$ cat src/rtl/pipeline_stall_ctrl.sv
// Stall/flush sequencer for the 5-stage pipeline: arbitrates memory freeze, mul/div wait,
// branch flush and load-use bubbles, and keeps saturating stall/flush performance counters.
module pipeline_stall_ctrl #(
    parameter int CNT_W       = 16,
    parameter int MEM_TIMEOUT = 64,
    parameter int TO_W        = 7
) (
    input  logic             clk,
    input  logic             reset,
    input  logic             case_A1,
    input  logic             case_A2,
    input  logic             ex_is_load,
    input  logic             branch_taken,
    input  logic             dmem_req,
    input  logic             dmem_ack,
    input  logic             md_start,
    input  logic             md_done,
    output logic             pc_en,
    output logic             if_id_en,
    output logic             id_ex_en,
    output logic             ex_mem_en,
    output logic             mem_wb_en,
    output logic             if_id_flush,
    output logic             id_ex_flush,
    output logic             ex_mem_flush,
    output logic             mem_err,
    output logic [CNT_W-1:0] stall_cycles,
    output logic [CNT_W-1:0] flush_count
);

    typedef enum logic [1:0] {RUN, MEM_WAIT, MD_WAIT, ERR} state_t;

    localparam logic [TO_W-1:0] TO_LAST = TO_W'(MEM_TIMEOUT - 1);

    state_t          state, state_nxt;
    logic            md_pending, md_pending_nxt;
    logic [TO_W-1:0] to_cnt, to_cnt_nxt;
    logic            mem_stall, load_use;
    logic            sel_freeze, sel_md, sel_branch, sel_load_use, lower_ok;

    function automatic logic [CNT_W-1:0] sat_inc(input logic [CNT_W-1:0] v);
        return (&v) ? v : v + CNT_W'(1);
    endfunction

    assign mem_stall = dmem_req & ~dmem_ack;
    assign load_use  = ex_is_load & (case_A1 | case_A2);
    assign mem_err   = (state == ERR);

    always_comb begin
        state_nxt      = state;
        md_pending_nxt = md_pending;
        to_cnt_nxt     = to_cnt;
        sel_freeze     = 1'b0;
        sel_md         = 1'b0;
        lower_ok       = 1'b0;
        case (state)
            RUN: begin
                if (mem_stall) begin
                    sel_freeze     = 1'b1;
                    state_nxt      = MEM_WAIT;
                    to_cnt_nxt     = '0;
                    md_pending_nxt = 1'b0;
                end else if (md_start && !md_done) begin
                    sel_md    = 1'b1;
                    state_nxt = MD_WAIT;
                end else begin
                    // md_start with md_done in the same cycle is a zero-wait op
                    lower_ok = 1'b1;
                end
            end
            MEM_WAIT: begin
                if (!dmem_ack) begin
                    sel_freeze     = 1'b1;
                    md_pending_nxt = md_pending & ~md_done;
                    if (to_cnt == TO_LAST) state_nxt = ERR;
                    else                   to_cnt_nxt = to_cnt + TO_W'(1);
                end else begin
                    to_cnt_nxt     = '0;
                    md_pending_nxt = 1'b0;
                    if (md_pending && !md_done) begin
                        sel_md    = 1'b1;
                        state_nxt = MD_WAIT;
                    end else begin
                        state_nxt = RUN;
                        lower_ok  = 1'b1;
                    end
                end
            end
            MD_WAIT: begin
                if (mem_stall) begin
                    sel_freeze     = 1'b1;
                    state_nxt      = MEM_WAIT;
                    to_cnt_nxt     = '0;
                    md_pending_nxt = ~md_done;
                end else if (!md_done) begin
                    sel_md = 1'b1;
                end else begin
                    state_nxt = RUN;
                    lower_ok  = 1'b1;
                end
            end
            ERR: begin
                state_nxt = ERR;
            end
            default: state_nxt = RUN;
        endcase
        sel_branch   = lower_ok & branch_taken;
        sel_load_use = lower_ok & ~branch_taken & load_use;
    end

    always_comb begin
        pc_en        = 1'b1;
        if_id_en     = 1'b1;
        id_ex_en     = 1'b1;
        ex_mem_en    = 1'b1;
        mem_wb_en    = 1'b1;
        if_id_flush  = 1'b0;
        id_ex_flush  = 1'b0;
        ex_mem_flush = 1'b0;
        if (reset) begin
            {pc_en, if_id_en, id_ex_en, ex_mem_en, mem_wb_en} = '0;
            {if_id_flush, id_ex_flush, ex_mem_flush}          = '1;
        end else if (state == ERR || sel_freeze) begin
            {pc_en, if_id_en, id_ex_en, ex_mem_en, mem_wb_en} = '0;
        end else if (sel_md) begin
            // Hold the front end, let older work drain, bubble EX/MEM
            pc_en        = 1'b0;
            if_id_en     = 1'b0;
            id_ex_en     = 1'b0;
            ex_mem_flush = 1'b1;
        end else if (sel_branch) begin
            if_id_flush = 1'b1;
            id_ex_flush = 1'b1;
        end else if (sel_load_use) begin
            pc_en       = 1'b0;
            if_id_en    = 1'b0;
            id_ex_flush = 1'b1;
        end
    end

    always_ff @(posedge clk) begin
        if (reset) begin
            state        <= RUN;
            md_pending   <= 1'b0;
            to_cnt       <= '0;
            stall_cycles <= '0;
            flush_count  <= '0;
        end else begin
            state      <= state_nxt;
            md_pending <= md_pending_nxt;
            to_cnt     <= to_cnt_nxt;
            if (!pc_en)     stall_cycles <= sat_inc(stall_cycles);
            if (sel_branch) flush_count  <= sat_inc(flush_count);
        end
    end

endmodule

$ cat config.mk
export PLATFORM = sky130hd
export DESIGN_NAME = pipeline_stall_ctrl
export DESIGN_NICKNAME = d
export VERILOG_FILES = /design/src/rtl/pipeline_stall_ctrl.sv
export SDC_FILE = /design/constraint.sdc
export NUM_CORES = 1
export LEC_CHECK = 0
export ABC_AREA = 1
export ABC_CLOCK_PERIOD_IN_PS = 2000
export CAP_MARGIN = 20
export CORE_ASPECT_RATIO = 0.5
export CORE_MARGIN = 1
export CORE_UTILIZATION = 47
export DETAILED_ROUTE_END_ITERATION = 16
export PLACE_DENSITY = 0.76
export SLEW_MARGIN = 30
export SYNTH_ARGS = -nofsm -noshare
export SYNTH_HDL_FRONTEND = slang
export SYNTH_SLANG_ARGS = --single-unit
$ cat constraint.sdc
create_clock -name clk -period 2 [get_ports clk]
set_input_delay 0.5 -clock clk [delete_from_list [all_inputs] [get_ports clk]]
set_output_delay 0.5 -clock clk [all_outputs]
set_load 0.1 [all_outputs]
== Yosys cells after proc, flatten, opt, wreduce, memory -nomap -nowiden ==
Cells that the tools add are included.

* Bits of input ports: 10
* Logic and storage cells: 102
* Output and inout port bits: 41
* Register bits: 42

* Equal/unequal tests: 11
* Bitwise logic cells: 13
* Multiplexer cells: 55
* Add/subtract/negate cells: 3
* Reductions and logical operators: 15

{| class="wikitable"
|+ Operator list
! cell !! number
|-
| 2-to-1 mux 1 bit || 39
|-
| adder 16 x 1 -> 16 bit (second input constant) || 2
|-
| AND reduction 16 bit || 2
|-
| 2-to-1 mux 7 bit || 3
|-
| 2-to-1 mux 2 bit || 7
|-
| case mux 7 bit (2 select lines) || 1
|-
| inequality test 3 bit (second input constant) || 4
|-
| case mux 1 bit (3 select lines) || 3
|-
| AND reduction 3 bit || 3
|-
| case mux 2 bit (4 select lines) || 1
|-
| adder 7 x 1 -> 7 bit (second input constant) || 1
|-
| equality test 7 x 6 -> 1 bit (second input constant) || 1
|-
| AND 1 bit || 6
|-
| NOT 1 bit || 6
|-
| equality test 2 bit (second input constant) || 2
|-
| inequality test 2 bit (second input constant) || 2
|-
| AND reduction 2 bit || 2
|-
| nonzero test 3 bit || 1
|-
| equality test 2 x 1 -> 1 bit (second input constant) || 1
|-
| logical AND 1 bit || 2
|-
| zero test 2 bit || 1
|-
| inequality test 2 x 1 -> 1 bit (second input constant) || 1
|-
| case mux 1 bit (2 select lines) || 1
|-
| nonzero test 2 bit || 1
|-
| other kinds (4) || 4
|}

== Depth between registers and ports, before layout ==
Gate-level depths: netlist of run 1.

* Depth in word-level cells: 14
* Depth in mapped cells: 13
* Mapped depth without buffers: 12

== Least setup slack after synthesis of run 1 ==
OpenSTA, ideal clock, no wires.

* Path type: flip-flop to output port
* From: register state[0]
* To: output id_ex_flush
* Buffers on the path: 0
* Data arrival time: 4.861 ns
* Cell stages (with the launch flop): 7
* Data required time: 1.500 ns
* Setup slack: -3.361 ns
* Cell sequence: dfxtp_1 ha_1 inv_1 nand2_1 nand2_1 o21ai_0 o21bai_1

* Elaborated cells between the ends (all ways): 17
* Those cells by class: eq/ne: 3; mux: 8; bitwise: 3; reduce/logical: 3

{| class="wikitable"
|+ RTL lines
! item !! RTL line !! source
|-
| from (decl) || 35 || <nowiki>state_t state, state_nxt;</nowiki>
|-
| from (signal assigned) || 149 || <nowiki>state <= state_nxt;</nowiki>
|-
| equality test 2 bit || -- ||
|-
| named net mem_err || 26 || <nowiki>output logic mem_err,</nowiki>
|-
| logical OR 1 bit || 123 || <nowiki>end else if (state == ERR || sel_freeze) begin</nowiki>
|-
| 2-to-1 mux 1 bit || 123 ||
|-
| 2-to-1 mux 1 bit || 120 || <nowiki>if (reset) begin</nowiki>
|-
| to (decl) || 24 || <nowiki>output logic id_ex_flush,</nowiki>
|}

The timed path passes the listed nets, and every way through them passes these cells.

== Worst setup path after layout of run 1 ==
* From: register state[0]
* To: output id_ex_flush

* Word-level cells in the longest chain between the ends: 9
* Elaborated cells between the ends (all ways): 17
* Those cells by class: eq/ne: 3; mux: 8; bitwise: 3; reduce/logical: 3

{| class="wikitable"
|+ RTL lines
! item !! RTL line !! source
|-
| equality test 2 bit, or another cell as far along || 56 || <nowiki>case (state)</nowiki>
|-
| case mux 1 bit (3 select lines) || 56 ||
|-
| AND 1 bit (2 in series) || 108 || <nowiki>sel_load_use = lower_ok & ~branch_taken & load_use;</nowiki>
|-
| 2-to-1 mux 1 bit || 134 || <nowiki>end else if (sel_load_use) begin</nowiki>
|-
| 2-to-1 mux 1 bit || 131 || <nowiki>end else if (sel_branch) begin</nowiki>
|-
| 2-to-1 mux 1 bit || 125 || <nowiki>end else if (sel_md) begin</nowiki>
|-
| 2-to-1 mux 1 bit (*) || 123 ||
|-
| 2-to-1 mux 1 bit (*) || 120 ||
|}

Mark *: on every way between the ends. The rest lies on a longest branch, timed or not.

==> results of run 1 <==
## synthesized netlist by cell type (4+ instances only)
library cell | n | area, um2
nand4_1 | 10 | 62.56
o21ai_0 | 13 | 65.06
nand2_1 | 80 | 300.3
inv_1 | 33 | 123.9
nand3_1 | 40 | 200.2
dfxtp_1 | 42 | 840.8
a21oi_1 | 27 | 135.1
nand2_4 | 6 | 67.56
xnor2_1 | 11 | 96.34
a21oi_2 | 10 | 87.58
ha_1 | 7 | 87.58
nor2_1 | 37 | 138.9
nand2_2 | 11 | 68.82
inv_2 | 5 | 18.77
xor2_1 | 15 | 131.4
buf_4 | 4 | 30.03
nor3_1 | 6 | 30.03
## worst min-delay path: cells and delay by family (launching register included)
| kind | cells | cell delay, ns |
|---|---|---|
| flops | 1 | 0.34 |
| simple gates | 1 | 0.07 |
| compound gates | 1 | 0.06 |
## report_power, final
part	leakage (nW)	internal, mW	switching (mW)
Sequential	0.351	0.939	0.131
Combinational	1.34	1.20	1.74
Clock	0.0772	0.496	0.348
## how the worst min path moves through the flow
| stage | to | cells past startpoint |
|---|---|---|
| floorplan | to_cnt[0] | 2 |
| global placement | to_cnt[0] | 2 |
| detailed placement | stall_cycles[9] | 2 |
| CTS | stall_cycles[9] | 2 |
| global route | stall_cycles[9] | 2 |
| finish | to_cnt[0] | 2 |
## per-layer routing
layer | GRT usage [%] | vias up | routed length, um
met2 | 52.20 | 149 | 4612
met4 | 16.22 | 0 | 525
met5 | 0 | - | 0
met3 | 7.202 | 54 | 599
met1 | 34.95 | 1478 | 3520
li1 | - | 1435 | -
## flip-flops by register name (all words and copies together), names as in the netlist
signal,count
md_pending,1
flush_count,16
to_cnt,7
stall_cycles,16
state,2
## through the flow
stage | std cells | cell area, um2 | util (%) | setup slack [ns] | setup TNS, ns
floorplan | 380 | 2858 | - | -0.7174 | -2.568
global placement | 528 | 4029 | 73.37 | -0.5214 | -13.27
CTS | 542 | 4309 | 78.47 | -0.2815 | -1.652
detailed placement | 528 | 4029 | 73.37 | -0.5776 | -17.43
finish | 548 | 4419 | 80.47 | -0.3692 | -2.016
global route | 548 | 4419 | 80.47 | -0.4191 | -2.368
## final cells by class
cell class	count	share of cell area, %
clock buffers	6	3.143
repair buffers	96	29.25
flip-flops and latches	42	19.88
clock inverters	2	0.2548
well taps	73	2.067
multi-input cells	291	41.68
inverters	38	3.737
## repair_timing
item | in CTS | in global routing
hold endpoints to repair | 0 | 0
pin swaps | 20 | 8
buffers inserted | 6 | 6
gates cloned | 0 | 1
endpoints found under the setup margin | 37 | 32
resized for setup | 33 | 13
## cells by family after synthesis
logic type                 after synthesis  synth area share (%)
and+or+nand+nor                        202                 36.82
AOI/OAI and AO/OA                       55                 12.04
buffers and inverters                   48                 8.182
DFF                                     42                 31.24
xor gates and xnor gates                26                 8.461
adders and majority gates                7                 3.254
==> metrics, run 1 <==
Mapped Cells 380; Hold Vio Cnt, Final 0; initial antenna violation count 0; layout cells sized above 1 41.26%; via count 3,116; vias in the first global route 2,926; total grt overflow 0; Global Route Usage Sum ~30%; RD Place Congestion 0.9074; CP Launch Point state[0]; Levels on crit path 10; Syn Nets 397; Residual DRC 0; Multi-input gate area 0.001842 mm2; CP Data Required Time around 1.5 ns; Core Rows 19; crit-path cells inv_4 -> ha_4 -> nand2_2 -> inv_2 -> nand2_2 -> nand3_4 -> nand3_4 -> o21ai_4 -> o21bai_4 -> buf_12; Mean Syn Cell Area 7.082 um2; RR Startpoint stall_cycles[0]; H-tree depth 2; post-DP HPWL 5650 um; Max VDD drop 0.9340 mV; FF+latch count, synth 42; Startpoint Class flip-flop; ys async rst share 0%; drt total wl approximately 9000 um; distinct cell type count of the synthesized netlist 33; Post-synth top flop dfxtp_1; initial drt markers slightly above 200; Reg area 878.3 um2; failing checks negative setup slack; fin nets 491; Pleak ~1.8 nW; slowest stage delay, CP about 0.37 ns; number of cells on the worst reg-to-reg path 9; commonest non-fill, non-tap cell in the layout nand2_1; Crit. End Element output pin; largest net degree at the start of global routing 19; CP max FO 5; Relative slew margins 77.04%; drt pass-1 iters 5; CTS Hold Bufs 0; Initial Utilization 49.01%; Design Power 4.855 mW; Setup Skew ~0.004 ns; power per cell area about 1100 mW/mm2; RR Endpoint stall_cycles[1]; number of diodes 0; core area ~0.0055 mm2; R2R setup slack 0.05 ns; Setup-failing EPs final 8; Fillers 308; area grow syn2layout 64.20%; Max Slew Vio Count 0; EDFF count, synth 0; Hold WS 0.5064 ns; crit path DAT 1.87 ns; sequential area share after synthesis 31.24%; most frequent cells in the layout 74 x nand2_1, 42 x buf_12, 38 x buf_4; Die ar. 0.006051 mm2; die width roughly 110 um; Period minus WS final 2.369 ns; Max Cap Violations 0; die height 55.51 um; HP Start to_cnt[0]; Min-Delay Path Class flip-flop to flip-flop; Clock Latency Late Sink between 0.2 and 0.3 ns; CTS buffer count 5; Antenna Violating Nets Remaining 0; worst setup margin -0.3692 ns; first-pass GRT wire length 14,170 um; Buf+Inv Stages, Crit Path 3; CP Class flip-flop to output pin; cell area after synthesis about 0.0027 mm2; Root Buffer clkbuf_16; Clock Path Buffers 2; CTS tree done; vias per cell 5.686; Port-buffer cells 50; Worst path slowest cell dfxtp_4; Reg clk slew, reported paths 0.06 ns; Worst setup endpoint id_ex_flush; cell class contributing the biggest share of worst-path delay simple AND/OR/NAND/NOR gates; status finished with violations; CTS Sinks 42; fmax approximately 420 MHz; part of the cycle the worst path needs 118.5%; RSZ-0062 raised after global routing yes; IO Pins 51; Worst Tran Pin Value 0.3417 ns; yosys warns 0; routed len/inst about 17 um
(Power assumes the default switching activity.)
==> inputs of run 2 (changes only) <==
--- a/config.mk
+++ b/config.mk
@@ -17,3 +17,4 @@
 export SYNTH_ARGS = -nofsm -noshare
 export SYNTH_HDL_FRONTEND = slang
 export SYNTH_SLANG_ARGS = --single-unit
+export TNS_END_PERCENT = 10
==> metrics, run 2 (same netlist as run 1, synthesis figures left out) <==
CP max FO 3 (was 5); Max VDD drop 0.9688 mV (was 0.9340 mV); Worst path slowest cell dfxtp_4 (unchanged); CP Class flip-flop to output pin (unchanged); die width 109.0 um (unchanged); Startpoint Class flip-flop (unchanged); Root Buffer clkbuf_16 (unchanged); CTS tree done (unchanged); routed len/inst 13.75 um (was 16.89 um); total grt overflow 0 (unchanged); die height 55.51 um (unchanged); Initial Utilization 49.01% (unchanged); Switching Power 2.021 mW (was 2.222 mW); Max Cap Violations 0 (unchanged); Sw Ratio 44.28% (was 45.76%); Clock Latency Late Sink 0.29 ns (about the same); CTS Hold Bufs 0 (unchanged); Period minus WS final 2.288 ns (was 2.369 ns); most frequent cells in the layout 76 x nand2_1, 47 x buf_4, 43 x buf_12 (was 74 x nand2_1, 42 x buf_12, 38 x buf_4); drt total wl 7601 um (was 9257 um); grt peak-use layer met2 (unchanged); Relative slew margins 71.94% (was 77.04%); power per cell area 1049 mW/mm2 (was 1099 mW/mm2); internal power 2.544 mW (was 2.633 mW); met3 Track Usage GR 6.848% (was 7.202%); post-DP HPWL 5554 um (was 5650 um); drt pass-1 iters 4 (was 5); R2R setup slack -0.06 ns (was 0.05 ns); met1 Resource Use GR 32.84% (was 34.95%); H-tree depth 2 (unchanged); RR Startpoint state[1] (was stall_cycles[0]); slowest stage delay, CP 0.36 ns (was 0.37 ns); most frequent CP cell buf_12; met2 global-route usage 47.71% (was 52.20%); Global Route Usage Sum 27.64% (was 30.41%); Levels on crit path 9 (was 10); CP Launch Point state[1] (was state[0]); Setup-failing EPs final 16 (was 8); Setup Skew 0.007342 ns (was 0.004008 ns); biggest regs flush_count: 16 flops, stall_cycles: 16 flops, to_cnt: 7 flops (unchanged); RR Endpoint stall_cycles[4] (was stall_cycles[1]); Reg clk slew, reported paths 0.06 ns (about the same); via count 2,933 (was 3,116); Antenna Violating Nets Remaining 0 (unchanged); status finished with violations (unchanged); initial drt markers 121 (was 202); CTS buffer count 5 (unchanged); Combinational Power Share 59.8% (was 60.6%); crit path DAT 1.79 ns (was 1.87 ns); Die ar. 0.006051 mm2 (unchanged); RSZ-0062 raised after global routing yes (unchanged); Pleak 1.766 nW (was 1.768 nW); Core Rows 19 (unchanged); IO Pins 51 (unchanged); Fillers 365 (was 308); Multi-input gate area 0.001772 mm2 (was 0.001842 mm2); crit-path cells buf_4 -> ha_4 -> nor2_4 -> nand2_4 -> buf_12 -> nor2_8 -> nand3_4 -> clkinvlp_4 -> buf_12 (was inv_4 -> ha_4 -> nand2_2 -> inv_2 -> nand2_2 -> nand3_4 -> nand3_4 -> o21ai_4 -> o21bai_4 -> buf_12); Design Power 4.565 mW (was 4.855 mW); Seq pwr share 22.2% (was 22.0%); area grow syn2layout 61.74% (was 64.20%); Reg area 848.3 um2 (was 878.3 um2); largest net degree at the start of global routing 30 (was 19); Hold WS 0.5126 ns (was 0.5064 ns); final core occ 79.27% (was 80.47%); Crit. End Element output pin (unchanged); RD Place Congestion 0.9263 (was 0.9074); CTS Sinks 42 (unchanged); first-pass GRT wire length 12,980 um (was 14,170 um); number of diodes 0 (unchanged); Port-buffer cells 50 (unchanged); worst setup margin -0.2881 ns (was -0.3692 ns); Clock Path Buffers 2 (unchanged); CP Data Required Time 1.50 ns (about the same); Worst setup endpoint pc_en (was id_ex_flush); fin nets 496 (was 491); commonest non-fill, non-tap cell in the layout nand2_1 (unchanged); part of the cycle the worst path needs 114.4% (was 118.5%); Setup WS pre-CTS -0.6077 ns (was -0.5776 ns); vias in the first global route 2,856 (was 2,926); initial antenna violation count 0 (unchanged); layout cells sized above 1 35.83% (was 41.26%); Min-Delay Path Class flip-flop to flip-flop (unchanged); core area 0.005492 mm2 (unchanged); fmax 437.0 MHz (was 422.1 MHz); Buf+Inv Stages, Crit Path 4 (was 3); Worst Tran Pin Value 0.4209 ns (was 0.3417 ns); Residual DRC 0 (unchanged); Hold Vio Cnt, Final 0 (unchanged); vias per cell 5.304 (was 5.686); Max Slew Vio Count 0 (unchanged); number of cells on the worst reg-to-reg path 13 (was 9); cell class contributing the biggest share of worst-path delay buffers and inverters (was simple AND/OR/NAND/NOR gates); failing checks negative setup slack (unchanged); clock network fraction of total power 18.0% (was 17.4%)
## run 2: changes by cell type in the layout (fill, tap and decap cells not counted), sizes merged
cell	previous run	this run
buf	87	93
clkdlybuf4s50	3	5
clkbuf	6	7
clkdlybuf4s15	2	1
clkinv	2	1
dlygate4sd2	4	3
nand2	98	97
## run 2: metrics by stage
step	instance area, um2	instances	TNS (ns)
after floorplan	2823	380	-13.43
after global placement	4096	540	-16.01
after detailed placement	4096	540	-19.67
after CTS	4319	552	-2.006
after global routing	4353	553	-4.187
final	4353	553	-2.173
## run 2: routing by layer
layer	routed length (um)	up-vias	part of all wire [%]
met5	0	-	0
met3	364	12	4.8
met4	122	0	1.6
li1	-	1439	-
met1	3194	1405	42
met2	3919	77	52
## run 2: worst min path at each step
stage	from	end	slack, ns	depth (start not counted)
floorplan	to_cnt[0]	to_cnt[0]	0.47	2
detailed placement	to_cnt[0]	to_cnt[0]	0.50	2
finish	to_cnt[0]	to_cnt[0]	0.51	2
global route	to_cnt[0]	to_cnt[0]	0.54	2
global placement	to_cnt[0]	to_cnt[0]	0.47	2
CTS	to_cnt[0]	to_cnt[0]	0.51	2
## run 2: layout make-up
class	count	area share (%)
Sequential cell	42	19.49
Inverter	38	3.650
Timing Repair Buffer	102	30.67
Multi-Input combinational cell	290	40.70
Clock inverter	1	0.1150
Clock buffer	7	3.277
Tap cell	73	2.098
## run 2: power by group through the flow
stage | clock, mW | combinational [mW] | sequential, mW
after global placement | 0 | 2.50 | 1.01
after global routing | 0.883 | 2.89 | 1.02
after floorplan | 0 | 1.39 | 1.25
final | 0.824 | 2.73 | 1.01
after detailed placement | 0 | 2.56 | 1.02
after CTS | 0.835 | 2.68 | 1.01
## run 2: timing repair
| action | CTS | global route |
|---|---|---|
| pin swaps | 12 | 2 |
| gates resized for setup | 18 | 7 |
| setup endpoints to repair | 41 | 23 |
| setup buffers | 4 | 1 |
## run 2: worst min-delay path: stages, from the launching register on
cell	delay, ns
dfxtp_1	0.33
nand2_1	0.08
a21oi_1	0.06
==> inputs of run 3 (changes only) <==
--- a/config.mk
+++ b/config.mk
@@ -8,11 +8,15 @@
 export ABC_AREA = 1
 export ABC_CLOCK_PERIOD_IN_PS = 2000
 export CAP_MARGIN = 20
+export CELL_PAD_IN_SITES_DETAIL_PLACEMENT = 0
+export CELL_PAD_IN_SITES_GLOBAL_PLACEMENT = 1
 export CORE_ASPECT_RATIO = 0.5
 export CORE_MARGIN = 1
-export CORE_UTILIZATION = 47
+export CORE_UTILIZATION = 34
+export CTS_CLUSTER_SIZE = 16
 export DETAILED_ROUTE_END_ITERATION = 16
-export PLACE_DENSITY = 0.76
+export GPL_TIMING_DRIVEN = 0
+export PLACE_DENSITY_LB_ADDON = 0.1
 export SLEW_MARGIN = 30
 export SYNTH_ARGS = -nofsm -noshare
 export SYNTH_HDL_FRONTEND = slang
==> metrics, run 3 (same netlist as run 1, synthesis figures left out) <==
status finished with violations (unchanged); failing checks negative setup slack (unchanged); first-pass GRT wire length 12,250 um (was 12,980 um); die width 127.8 um (was 109.0 um); Reg clk slew, reported paths 0.06 ns (about the same); Hold Vio Cnt, Final 0 (unchanged); via count 2,695 (was 2,933); fin nets 467 (was 496); Max Cap Violations 0 (unchanged); vias per cell 4.821 (was 5.304); Die ar. 0.008297 mm2 (was 0.006051 mm2); largest net degree at the start of global routing 15 (was 30); initial antenna violation count 0 (unchanged); Worst Tran Pin Value 0.6453 ns (was 0.4209 ns); part of the cycle the worst path needs 116.6% (was 114.4%); CP Data Required Time 1.50 ns (about the same); power per cell area 1098 mW/mm2 (was 1049 mW/mm2); Period minus WS final 2.331 ns (was 2.288 ns); most frequent cells in the layout 74 x nand2_1, 39 x dfxtp_1, 36 x nand3_1 (was 76 x nand2_1, 47 x buf_4, 43 x buf_12); Pleak 1.468 nW (was 1.766 nW); Setup-failing EPs final 8 (was 16); worst setup margin -0.3314 ns (was -0.2881 ns); routed len/inst 13.12 um (was 13.75 um); Relative slew margins 56.98% (was 71.94%); fmax 428.9 MHz (was 437.0 MHz); Global Route Usage Sum 18.70% (was 27.64%); RD Place Congestion 0.8413 (was 0.9263); Max Slew Vio Count 0 (unchanged); Residual DRC 0 (unchanged); biggest regs flush_count: 16 flops, stall_cycles: 16 flops, to_cnt: 7 flops (unchanged); die height 64.91 um (was 55.51 um); drt total wl 7334 um (was 7601 um); total grt overflow 0 (unchanged); Root Buffer clkbuf_16 (unchanged); Clock Path Buffers 2 (unchanged); vias in the first global route 2,623 (was 2,856); CTS buffer count 5 (unchanged); CP Class flip-flop to output pin (unchanged); RSZ-0062 raised after global routing yes (unchanged); IO Pins 51 (unchanged); layout cells sized above 1 33.04% (was 35.83%); CTS tree done (unchanged); CTS Hold Bufs 0 (unchanged); core area 0.007487 mm2 (was 0.005492 mm2); Startpoint Class flip-flop (unchanged); commonest non-fill, non-tap cell in the layout nand2_1 (unchanged); number of diodes 0 (unchanged); CTS Sinks 42 (unchanged); H-tree depth 2 (unchanged); Port-buffer cells 50 (unchanged); R2R setup slack 0.13 ns (was -0.06 ns); area grow syn2layout 43.89% (was 61.74%); Antenna Violating Nets Remaining 0 (unchanged); drt pass-1 iters 4 (unchanged); Core Rows 22 (was 19); Hold WS 0.4995 ns (was 0.5126 ns); post-DP HPWL 5274 um (was 5554 um); CP max FO 4 (was 3); Crit. End Element output pin (unchanged); crit path DAT 1.83 ns (was 1.79 ns); initial drt markers 155 (was 121); Fillers 743 (was 365); Setup Skew 0.009946 ns (was 0.007342 ns); final core occ 51.72% (was 79.27%); Max VDD drop 0.5152 mV (was 0.9688 mV); Clock Latency Late Sink 0.29 ns (about the same); Min-Delay Path Class flip-flop to flip-flop (unchanged); Initial Utilization 35.95% (was 49.01%)
==> run 3: cell types whose count changed in the layout (fill, tap and decap cells not counted), sizes merged, moves of 2 or more <==
| cell | before | now |
|---|---|---|
| clkdlybuf4s15 | 1 | 32 |
| buf | 93 | 29 |
| clkdlybuf4s50 | 5 | 3 |
| clkbuf | 7 | 10 |
| clkinvlp | 1 | 3 |
==> run 3: area by class of cell <==
type / count / area [um2] / share of cell area [%]
Clock inverter: 3 / 21.27 / 0.5493
Clock buffer: 5 / 125.1 / 3.231
Timing Repair Buffer: 64 / 689.4 / 17.80
Tap cell: 108 / 135.1 / 3.490
Buffer: 9 / 86.33 / 2.229
Inverter: 38 / 160.2 / 4.136
Sequential cell: 42 / 849.6 / 21.94
Multi-Input combinational cell: 290 / 1805 / 46.62
==> run 3: worst max-delay path, cell delays in order (launching register included) <==
cell and delay (ns):
dfxtp_4 0.36, buf_4 0.14, ha_4 0.18, nor2_4 0.13, nand2_4 0.09, inv_4 0.08
nand2_4 0.08, o21ai_4 0.14, o21bai_4 0.15, buf_12 0.19
==> run 3: routing by layer <==
metal | global-route usage (%) | wire length [um] | share of wire, % | up-vias
li1 | - | - | - | 1378
met1 | 23.92 | 3642 | 50 | 1262
met2 | 32.47 | 3382 | 46 | 48
met3 | 4.294 | 274 | 3.7 | 7
met4 | 3.382 | 36 | 0.49 | 0
met5 | 0 | 0 | 0 | -
==> run 3: metrics by stage <==
stage	setup TNS, ns	power [mW]	worst slack, ns	area [um2]	instances
floorplan	-13.43	2.643	-0.7174	2823	380
global placement	-27.81	3.030	-1.833	3458	538
detailed placement	-28.54	3.058	-1.838	3458	538
global route	-2.424	4.462	-0.3922	3872	559
CTS	-2.466	4.181	-0.3745	3840	556
finish	-1.930	4.254	-0.3314	3872	559
==> run 3: power by group <==
part | switching [mW] | internal, mW
clock network | 0.360 | 0.463
logic | 1.55 | 0.847
registers | 0.102 | 0.928
==> run 3: final timing paths <==
check,startpoint,to,cells past startpoint
max,state[1],id_ex_flush,9
min,stall_cycles[9],stall_cycles[9],2
max reg2reg,state[1],stall_cycles[8],11
min reg2reg,stall_cycles[9],stall_cycles[9],2
==> run 3: what timing repair did <==
item,CTS,global route
gates resized for setup,185,19
setup buffers,10,4
setup endpoints to repair,66,19
pin swaps,12,11
cloned,0,0
==> variant 1: new RTL, config.mk and constraints of run 2 <==
Encoding of `state_t`: now one-hot (4 bits for 4 states).
--- a/src/rtl/pipeline_stall_ctrl.sv
+++ b/src/rtl/pipeline_stall_ctrl.sv
@@ -30,3 +30,3 @@
 
-    typedef enum logic [1:0] {RUN, MEM_WAIT, MD_WAIT, ERR} state_t;
+    typedef enum logic [3:0] {RUN = 4'b0001, MEM_WAIT = 4'b0010, MD_WAIT = 4'b0100, ERR = 4'b1000} state_t;
 
Behaviour: no difference found for any inputs over 10 cycles, from zero or initial values and one cycle with reset high; not proved beyond that.
==> variant 1 against run 2 <==
The flow still finishes with violations (setup timing). Non-clock buffer count decreased by 12. Sequential cell count increased by 2. Routed wire length increased by 18%. First-iteration DRC count increased by 120%. Synthesized area decreased by 2.8%. Count of clock-buffer cells in the layout unchanged. Global-route usage increased by 2.6 points. Cell area decreased by 2.2%. Setup slack got worse by 14 ps. Register-to-register slack improved by 90 ps. Die area decreased by 2.7%.
Power is not compared: it rests on default switching activity, and its combinational part moved more than twofold at a synthesized area within 25%.
==> variant 1: results (changes against run 2) <==
- Status: complete, but fails checks
- Failing checks: setup timing
- Depth of the worst hold-timing path: 2 (unchanged)
- Dpl cells: 525 (-2.8%)
- Setup TNS: -1660 ps (+513 ps)
- Total GRT Usage: 30.3% (+2.6 points)
- Clock latency on the worst-skew pair: 320 ps (+30 ps)
- Post-Place Worst Slack: -719 ps (-111 ps)
- Worst Path Arrival: 1800 ps
- Max Buffers Root-to-Sink: 2 (unchanged)
- Nets@finish: 484 (-2.4%)
- TritonRoute pass-1 iters: 8 (+4)
- Final Skew: 10.3 ps (+2.91 ps)
- Largest net degree at the start of global routing: 20 (-33%)
- Post-Syn Nets: 398 (+0.25%)
- Max FO, Critical Path: 4 (+1)
- Ratio of cells with drive above 1 in the final layout: 34.7% (-1.1 points)
- Vias: 3,091 (+5.4%)
- Vias in the first global route: 2,888 (+1.1%)
- CTS root buf: clkbuf_8
- RePlAce Congestion: 0.888 (-4.1%)
- Synth top cells by count: nand2_1 (98), dfxtp_1 (44), nor2_1 (40)
- Synthesized instance count: 385 (+1.3%)
- CP max-delay cell: dfxtp_4
- Filler cells: 292 (-20%)
- Leakage: 1.68 nW
- Initial DRC Count: 261 (+120%)
- Largest delay share family, worst path: simple AND/OR/NAND/NOR gates
- Register area share after synthesis: 33.7% (+2.4 points)
- Hpwl dp: 5.35 mm (-3.7%)
- First-pass GRT wire length: 13.4 mm (+2.9%)
- Wirelength per Cell: 16.6 microns (+21%)
- Endpoints failing setup: 8 (-8)
- Clock Pin Slew Worst Setup and Hold Paths: 90 ps (+30 ps)
- Slowest stage delay, CP: 400 ps (+40 ps)
- Setup ws final: -302 ps (-14.1 ps)
- Slew Limit Headroom: 67.1% (-4.8 points)
- Ant diodes: 0 (unchanged)
- WL final: 9.00 mm (+18%)
- Largest cells by area after synthesis: dfxtp_1 (34%), nand2_1 (14%), a21oi_1 (6.7%)
variant 1: cell types whose count changed after synthesis, sizes merged, moves of 4 or more:
cell,run 2,this run
nor3,6,16
nor3b,0,5
o21ai,14,9
ha,7,3
nand3,44,37
nand2,97,104
nand4,10,4
variant 1: kinds of logic (layout without fill, tap and decap cells):
group                    Yosys count  after routing  share of synthesized area, %
XOR/XNOR                          26             26                          8.70
buffers and inverters             53            140                          8.61
AO/OA/AOI/OAI                     47             47                          9.42
flip-flops                        44             44                          33.7
adder cells (fa/ha/maj)            3              3                          1.43
AND/OR/NAND/NOR                  212            212                          38.2
variant 1: power by group:
part           switching (mW)  internal, mW  total (mW)
registers              0.0238         0.891       0.915
logic                   0.391         0.212       0.603
clock network           0.348         0.441       0.789
variant 1: timing repair:
action,in CTS,in global routing
setup buffers,7,2
pin swaps,16,14
hold endpoints to repair,0,0
gates resized for setup,60,30
setup endpoints to repair,41,29
variant 1: layer usage:
metal  routed length, microns  global-route usage (%)
met4                      475                    18.3
met1                     3440                    33.5
met3                      839                    7.50
met5                        0                       0
met2                     4240                    55.1
variant 1: worst paths after layout:
| kind | end | start | slack [ps] |
|---|---|---|---|
| worst max-delay path | pc_en | state[1] | -300 |
| worst min-delay path | md_pending | md_pending | 540 |
| worst max register to register | to_cnt[2] | state[0] | 30 |
| worst min register to register | md_pending | md_pending | 540 |
variant 1: worst min-delay path: cells and delay by family, from the launching register on:
kind | cells | cell delay (ps)
AOI/OAI and AO/OA | 1 | 80
buffers and inverters | 1 | 80
DFF | 1 | 330
variant 1: through the flow:
step / area (sq um) / hold slack [ps]
6_report: 4260 / 540
5_1_grt: 4260 / 559
4_1_cts: 4130 / 516
3_5_place_dp: 3830 / 504
3_3_place_gp: 3830 / 498
2_1_floorplan: 2680 / 468
variant 1: area by class of cell:
class                           instances  area share (%)
Tap cell                               70            2.06
Clock inverter                          1           0.705
Clock buffer                            7            2.26
Timing Repair Buffer                   90            28.1
Sequential cell                        44            21.1
Multi-Input combinational cell        288            41.3
Inverter                               42            4.50
==> variant 2: new RTL, flow settings as in run 2 <==
Without the edit above. `CNT_W`: 16 -> 32.
--- a/src/rtl/pipeline_stall_ctrl.sv
+++ b/src/rtl/pipeline_stall_ctrl.sv
@@ -3,3 +3,3 @@
 module pipeline_stall_ctrl #(
-    parameter int CNT_W       = 16,
+    parameter int CNT_W       = 32,
     parameter int MEM_TIMEOUT = 64,
Interface: changed (resized flush_count and stall_cycles); port bits go from 51 to 83. The function was not compared with the original's and may differ.
==> variant 2 against run 2 <==
Cell area grew 74%. Largest cell class unchanged. Setup slack lost 180 ps. Sequential cell count rose by 32. Critical path depth is 1 lower. Routed wire length increased by 100%. Hold slack got worse by 17 ps. Clock power grew 81%. Die area increased by 82%. Power up 31%. Fmax shrank 7.2%. Synthesized area increased by 85%. The flow still finishes with violations (setup timing).
==> variant 2: results (changes against run 2) <==
- Status: complete, but fails checks
- Failing checks: setup timing
- WL final: 15.4 mm (+100%)
- H-tree depth: 3 (+1)
- M3 GR Usage: 5.33% (-1.5 points)
- Hold Path Class: flop to flop
- Worst r2r path cells: 11 (-2)
- Slew Limit Headroom: 74.1% (+2.1 points)
- Vias in the first global route: 5,356 (+88%)
- Synth top cells by count: nand2_1 (303), nor2_1 (105), dfxtp_1 (74)
- RePlAce Congestion: 0.955 (+3.0%)
- Top Registers: flush_count (32), stall_cycles (32), to_cnt (7)
- Peak supply drop: 0.000548 V (-43%)
- Leakage: 2.90 nW (+64%)
- TritonRoute pass-1 iters: 5 (+1)
- CTS buffer count: 9 (+4)
- Register area share after synthesis: 29.8% (-1.5 points)
- Final Skew: 6.69 ps (-0.656 ps)
- Clock latency on the worst-skew pair: 340 ps (+50 ps)
- Setup ws final: -466 ps (-177 ps)
- Ratio of cells with drive above 1 in the final layout: 24.7% (-11 points)
- Post-Syn Nets: 824 (+110%)
- CTS root buf: clkbuf_16
- Largest net degree at the start of global routing: 33 (+10%)
- Metal3 WL: 818 microns (+120%)
- Number of port buffers: 82 (+64%)
- Worst Path Arrival: 1970 ps (+180 ps)
- Met1 Usage GRT: 33.2% (+0.38 points)
- FF-to-FF setup slack: 40 ps (+100 ps)
- Resize count post-CTS: 21 (+3)
- Crit path capture: id_ex_flush
- Antenna violations before repair: 0 (unchanged)
- First-pass GRT wire length: 25.0 mm (+93%)
- Endpoints failing setup: 8 (-8)
- Nets@finish: 967 (+95%)
- Largest delay share family, worst path: flip-flops
- Max FO, Critical Path: 5 (+2)
- Slowest stage delay, CP: 390 ps (+30 ps)
- Postcts setup bufs: 6 (+2)
- Met2 Usage GRT: 53.2% (+5.5 points)
- Hpwl dp: 11.4 mm (+110%)
- Filler cells: 796 (+120%)
- Initial DRC Count: 430 (+260%)
- Yosys cell types: 35 (+6.1%)
- Metal-1 WL: 6.39 mm (+100%)
- RR Startpoint: state[0]
- DR WL met2: 7.78 mm (+99%)
- Largest cells by area after synthesis: dfxtp_1 (30%), nand2_1 (23%), nor2_1 (7.9%)
- Total GRT Usage: 28.6% (+0.92 points)
- R2R Path End: stall_cycles[19]
## variant 2: cell families after synthesis
kind of cell | count (synthesis) | synth area share (%)
simple gates | 531 | 46.7
fa+ha+maj | 7 | 1.76
flops | 74 | 29.8
compound gates | 87 | 9.15
xor+xnor | 30 | 5.28
buf+inv | 78 | 7.29
## variant 2: final cells by class
| class | instances | area share, % |
|---|---|---|
| Multi-Input combinational cell | 655 | 43.1 |
| Clock buffer | 13 | 3.30 |
| Inverter | 55 | 2.92 |
| Clock inverter | 3 | 0.198 |
| Sequential cell | 74 | 20.0 |
| Tap cell | 140 | 2.31 |
| Timing Repair Buffer | 155 | 28.1 |
## variant 2: worst reg2reg max path, stage by stage, from the launching register on
cell and delay [ps]:
dfxtp_4 390, clkinvlp_4 150, ha_4 210, nor2_4 140, o21ai_4 80, nor2_4 160, nand3_4 120, buf_6 180
nand2_4 70, buf_12 180, nand2_1 80, a21oi_1 130
## variant 2: how the worst min path moves through the flow
stage,startpoint,to,slack (ps),cells past startpoint
after floorplan,to_cnt[0],to_cnt[0],460,2
after global placement,to_cnt[0],to_cnt[0],470,2
after detailed placement,to_cnt[0],to_cnt[0],490,2
after CTS,to_cnt[0],to_cnt[0],500,2
after global routing,to_cnt[0],to_cnt[0],510,2
final,to_cnt[0],to_cnt[0],500,2
## variant 2: stage by stage
step	cell area [sq um]	instances	TNS, ps	worst slack [ps]	total power [mW]
floorplan	5070	807	-28370	-1020	3.35
global placement	7130	1072	-25620	-521	4.14
detailed placement	7130	1072	-28210	-577	4.19
CTS	7520	1094	-2660	-428	5.89
global route	7570	1095	-5790	-543	6.26
finish	7570	1095	-2840	-466	6.00
## variant 2: where the power goes
group          switching, mW  internal, mW
combinational           1.76          1.08
clock                  0.625         0.869
sequential            0.0972          1.57
total                   2.48          3.52
